[config.mk]
export PLATFORM = sky130hd
export DESIGN_NAME = mmio_timer_core_flat
export DESIGN_NICKNAME = d
export VERILOG_FILES = /design/src/rtl/mmio_timer_core_if.sv /design/src/rtl/mmio_timer_core.sv /design/src/flat_wrapper.sv
export SDC_FILE = /design/constraint.sdc
export NUM_CORES = 1
export LEC_CHECK = 0
export ABC_AREA = 1
export CAP_MARGIN = 20
export CORE_ASPECT_RATIO = 1.2
export CORE_MARGIN = 3
export CORE_UTILIZATION = 50
export CTS_CLUSTER_DIAMETER = 40
export CTS_CLUSTER_SIZE = 12
export DETAILED_ROUTE_END_ITERATION = 8
export PLACE_DENSITY = 0.71
export SLEW_MARGIN = 15
export SYNTH_ARGS = -nofsm -noshare
export SYNTH_HDL_FRONTEND = slang
export SYNTH_SLANG_ARGS = --single-unit
[constraint.sdc]
create_clock -name clk -period 3.3 [get_ports clk]
set_input_delay 0.99 -clock clk [delete_from_list [all_inputs] [get_ports clk]]
set_output_delay 0.99 -clock clk [all_outputs]
set_load 0.1 [all_outputs]
[src/rtl/mmio_timer_core_if.sv]
// Basic MMIO slot bus: chip-select qualified read/write strobes with
// combinational read data returned by the responder.
interface mmio_timer_core_if;
  logic        cs;
  logic        read;
  logic        write;
  logic [4:0]  addr;
  logic [31:0] wr_data;
  logic [31:0] rd_data;

  modport master (output cs, read, write, addr, wr_data, input rd_data);
  modport slave  (input cs, read, write, addr, wr_data, output rd_data);
endinterface

[src/rtl/mmio_timer_core.sv]
// 48-bit prescaled timer with compare match (one-shot or periodic),
// sticky match flag and level interrupt, accessed as an MMIO slot.
module mmio_timer_core (
  input  logic                clk,
  input  logic                reset,
  mmio_timer_core_if.slave    bus,
  output logic                irq
);
  localparam int W_CNT = 48;

  localparam logic [2:0] A_CTRL   = 3'd0;
  localparam logic [2:0] A_PRESC  = 3'd1;
  localparam logic [2:0] A_CNT_LO = 3'd2;
  localparam logic [2:0] A_CNT_HI = 3'd3;
  localparam logic [2:0] A_CMP_LO = 3'd4;
  localparam logic [2:0] A_CMP_HI = 3'd5;
  localparam logic [2:0] A_STATUS = 3'd6;
  localparam logic [2:0] A_CLEAR  = 3'd7;

  // ctrl bits: [0] en, [1] periodic, [2] irq_en
  logic [2:0]       ctrl_q, ctrl_d;
  logic [15:0]      prescale_q, prescale_d;
  logic [W_CNT-1:0] cmp_q, cmp_d;
  logic [W_CNT-1:0] count_q, count_d;
  logic [15:0]      pre_q, pre_d;
  logic [15:0]      snap_hi_q, snap_hi_d;
  logic             flag_q, flag_d;

  logic       wr_en, rd_en, tick, clr, hit;
  logic [2:0] a;
  logic       unused_addr_hi;

  assign a              = bus.addr[2:0];
  assign unused_addr_hi = ^bus.addr[4:3];

  // Decode bus strobes and timer events from current state
  always_comb begin
    wr_en = bus.cs & bus.write;
    rd_en = bus.cs & bus.read;
    tick  = ctrl_q[0] & (pre_q == prescale_q);
    clr   = wr_en & (a == A_CLEAR);
    // a CLEAR write suppresses match evaluation in its cycle
    hit   = tick & ~clr & (count_q == cmp_q);
  end

  // Next-state: timer advance first, then bus writes layered on top so
  // that bus writes win where they collide (except W1C vs match set)
  always_comb begin
    ctrl_d     = ctrl_q;
    prescale_d = prescale_q;
    cmp_d      = cmp_q;
    count_d    = count_q;
    pre_d      = pre_q;
    snap_hi_d  = snap_hi_q;
    flag_d     = flag_q;

    if (clr) begin
      count_d = '0;
      pre_d   = '0;
    end else if (ctrl_q[0]) begin
      pre_d = tick ? 16'd0 : pre_q + 16'd1;
      if (tick) begin
        if (hit && ctrl_q[1]) count_d = '0;
        else                  count_d = count_q + 48'd1;
      end
    end

    if (hit && !ctrl_q[1]) ctrl_d[0] = 1'b0;

    if (wr_en && a == A_STATUS && bus.wr_data[0]) flag_d = 1'b0;
    if (hit) flag_d = 1'b1;

    if (wr_en) begin
      case (a)
        A_CTRL:   ctrl_d            = bus.wr_data[2:0];
        A_PRESC:  prescale_d        = bus.wr_data[15:0];
        A_CMP_LO: cmp_d[31:0]       = bus.wr_data;
        A_CMP_HI: cmp_d[47:32]      = bus.wr_data[15:0];
        default:  ;
      endcase
    end

    // snapshot the upper count bits as the LO read completes
    if (rd_en && a == A_CNT_LO) snap_hi_d = count_q[47:32];
  end

  // State registers with synchronous reset
  always_ff @(posedge clk) begin
    if (reset) begin
      ctrl_q     <= '0;
      prescale_q <= '0;
      cmp_q      <= '0;
      count_q    <= '0;
      pre_q      <= '0;
      snap_hi_q  <= '0;
      flag_q     <= 1'b0;
    end else begin
      ctrl_q     <= ctrl_d;
      prescale_q <= prescale_d;
      cmp_q      <= cmp_d;
      count_q    <= count_d;
      pre_q      <= pre_d;
      snap_hi_q  <= snap_hi_d;
      flag_q     <= flag_d;
    end
  end

  // Zero-latency read mux, zero when not selected for read
  always_comb begin
    bus.rd_data = '0;
    if (rd_en) begin
      case (a)
        A_CTRL:   bus.rd_data = {29'd0, ctrl_q};
        A_PRESC:  bus.rd_data = {16'd0, prescale_q};
        A_CNT_LO: bus.rd_data = count_q[31:0];
        A_CNT_HI: bus.rd_data = {16'd0, snap_hi_q};
        A_CMP_LO: bus.rd_data = cmp_q[31:0];
        A_CMP_HI: bus.rd_data = {16'd0, cmp_q[47:32]};
        A_STATUS: bus.rd_data = {31'd0, flag_q};
        default:  bus.rd_data = '0;
      endcase
    end
  end

  assign irq = flag_q & ctrl_q[2];
endmodule

[src/flat_wrapper.sv]
// flat-port wrapper written by rule: the top's interface ports become plain ports
module mmio_timer_core_flat 
  (clk, reset, irq, bus_cs, bus_read, bus_write, bus_addr, bus_wr_data, bus_rd_data);
  mmio_timer_core_if bus_i ();
  input  logic clk;
  input  logic reset;
  output logic irq;
  input wire logic [$bits(bus_i.cs)-1:0] bus_cs;
  input wire logic [$bits(bus_i.read)-1:0] bus_read;
  input wire logic [$bits(bus_i.write)-1:0] bus_write;
  input wire logic [$bits(bus_i.addr)-1:0] bus_addr;
  input wire logic [$bits(bus_i.wr_data)-1:0] bus_wr_data;
  output wire logic [$bits(bus_i.rd_data)-1:0] bus_rd_data;
  assign bus_i.cs = bus_cs;
  assign bus_i.read = bus_read;
  assign bus_i.write = bus_write;
  assign bus_i.addr = bus_addr;
  assign bus_i.wr_data = bus_wr_data;
  assign bus_rd_data = bus_i.rd_data;
  mmio_timer_core u_core (.clk(clk), .reset(reset), .bus(bus_i), .irq(irq));
endmodule
==> impl_metrics.yaml <==
timing:
  slew_headroom_pct: 54.2
  rsz0062_at_grt: "yes"
  tightest_slew_ns: 0.682
  setup_viol_count_final: 7
  finalWorstSetupSlack_ns: -0.0487
  post-route-period-util_pct: 101
  setup_tns_ns: -0.188
  finalMaxSlewViolations: 0
  hold_ws_ns: 0.489
  clock.fmax_mhz: 299
  fin_crit_ns: 3.35
  report.final.hold_viol_count: 0
  clock_skew_ns: 0.00907
setup_path:
  crit_fanout: 5
  crit_chain: "buf_12 > buf_6 > nor3_4 > buf_12 > clkinvlp_4 > buf_6 > o22ai_4 > a21oi_2 > a31oi_4 > buf_12"
  crit_required_ns: 2.31
  start_kind: "input pin"
  crit_type: "in -> out"
  cpMaxStageDelayCell: "nor3_4"
  slowest_delay_ns: 0.20
  crit_top_cell: "buf_12"
  end_kind: "output pin"
  arrival_ns: 2.36
cells_and_area:
  area_growth_pct: 32.1
  antennaDiodeCount: 0
  final_area_um2: 11300
  drive_gt1_share_pct: 15.7
  nNetsFinal: 1454
detailed_routing:
  routed-via-count: 9063
  drt-total-wl_um: 30300
  wl_per_cell_um: 18.5
  firstDrtPassIters: 8
  ant_nets: 0
  drc: 0
  viasPerCell: 5.54
  first_iter_violations: 686
synth:
  yosys.area.top_type: "dfxtp_1"
  yosysTopAreaCellShare_pct: 34.7
  ys_top_cells_by_count: "288 x nand2_1, 198 x nor2_1, 159 x inv_1, 148 x dfxtp_1, 99 x a21oi_1"
  synth_most_common_cell: "nand2_1"
  syn-num-nets: 1361
  ys_top_cells_by_area: "dfxtp_1 35%, nand2_1 13%, nor2_1 8.7%"
  syn_inst: 1317
  ys_types: 43
  synth_edf_count: 0
  synth_seq_area_share_pct: 34.7
  ys_ff_latch: 148
  synth-main-ff-cell: "dfxtp_1"
  synth-async-reset-ratio_pct: 0
  synth_area_um2: 8550
  syn_area_per_cell_um2: 6.49
  ys_warn_count: 0
die:
  core_area_um2: 16500
  dieArea_um2: 18700
  die_x_um: 125
  ios: 75
  std_cell_rows: 51
  die_height_um: 149
  initial_core_util_pct: 51.7
place:
  placed_area_um2: 10400
  place_congestion: 0.962
  numPortBuffers: 72
  dp_hpwl_um: 23100
cts:
  cts_buffers: 17
  clockBufferDepth: 2
  cts_tree: "done"
  clk_pin_slew_ns: 0.06
  h-tree-depth: 4
  clock_sinks: 148
  clkLatencyLatePin_ns: 0.43
  root_buffer: "clkbuf_16"
flow_run:
  drv_cap: 0
global_routing:
  grt_max_degree: 71
  grt_pass1_vias: 8437
  track_usage_pct: 32.4
  gr-total-overflow: 0
  grt_pass1_wl_um: 46700
  antenna_found_initial: 0
power_and_ir_drop:
  p_leak_nw: 4.52
  finalPower_mw: 4.14
  peakVddDrop_v: 0.000365
  powerDensity_nw_per_um2: 366
status:
  violations: "negative setup slack"
  outcome: "finished, violations left"
min_path:
  hp-class: "reg -> reg"
[layer usage]
layer  track usage (%)  vias to the layer above  part of all wire (%)  wire, um
met5                 0                        -                     0         0
met4              19.9                        0                   6.9      2080
met3              6.66                       98                   5.8      1770
met2              56.4                      375                    49     14900
met1              36.3                     4156                    38     11600
li1                  -                     4434                     -         -
[final cells by class]
cell class | instances | area (um2)
clock buffers | 18 | 429
clock inverters | 14 | 141
fillers | 1453 | 5230
inverters | 169 | 642
multi-input cells | 949 | 5230
flip-flops and latches | 148 | 2960
well taps | 212 | 265
repair buffers | 123 | 1610
repair inverters | 2 | 15.0
[worst max-delay path: cells and delay by family]
family	cells	cell delay (ns)
and+or+nand+nor	1	0.20
AOI/OAI and AO/OA	3	0.35
buffers and inverters	6	0.81
[path summary, 6_finish.rpt]
kind	cells past startpoint	start	end	slack, ns
setup / recovery	10	bus_addr[0]	bus_rd_data[6]	-0.05
hold / removal	2	u_core.cmp_q[22]$_SDFFE_PP0P_	u_core.cmp_q[22]$_SDFFE_PP0P_	0.49
setup reg to reg	8	u_core.ctrl_q[0]$_SDFF_PP0_	u_core.pre_q[13]$_SDFFE_PP0P_	0.87
hold reg to reg	2	u_core.cmp_q[22]$_SDFFE_PP0P_	u_core.cmp_q[22]$_SDFFE_PP0P_	0.49
[stage by stage]
stage / std cells / util [%] / worst slack (ns)
finish: 1635 / 68.4 / -0.0487
global route: 1635 / 68.4 / -0.0914
CTS: 1637 / 68.1 / -0.143
detailed placement: 1598 / 63.1 / -0.531
global placement: 1598 / 63.1 / -0.518
floorplan: 1317 / - / -0.254
[sequential cells by signal, summed over array words and instances, names as in the netlist]
name	flops
u_core.prescale_q	16
u_core.pre_q	16
u_core.ctrl_q	3
u_core.flag_q	1
u_core.count_q	48
u_core.cmp_q	48
u_core.snap_hi_q	16
[timing repair]
action,4_1_cts,5_1_grt
buffers inserted,7,2
resized for setup,52,15
pin swaps,16,19
gates cloned,2,0
hold buffers,0,0
setup endpoints to repair,32,32
hold endpoints to repair,0,0
[power by group]
part | internal [mW] | leakage (nW) | switching (mW)
registers | 1.81 | 1.19 | 0.0200
logic | 0.157 | 3.06 | 0.236
clock network | 1.06 | 0.273 | 0.853
total | 3.03 | 4.52 | 1.11
[cells by family after synthesis]
group           synth area share [%]
compound gates                  14.1
xor+xnor                        6.66
fa+ha+maj                      0.293
buf+inv                         10.4
flops                           34.7
simple gates                    33.8
[cell usage in the layout (no fill, tap or decap), drive strengths merged, types with 2 or more instances in the layout]
cell / count
clkinvlp: 5
a31oi: 6
clkbuf: 18
clkinv: 3
o21bai: 2
nor2: 217
and2: 3
clkdlybuf4s50: 36
nand4: 27
dfxtp: 148
xor2: 50
o22ai: 25
a211oi: 10
ha: 2
buf: 87
nand3: 76
xnor2: 15
inv: 176
nor4: 5
a21oi: 99
nand3b: 7
o21ai: 81
nand2: 293
nor3b: 3
nor3: 23
(Power assumes the default switching activity.)
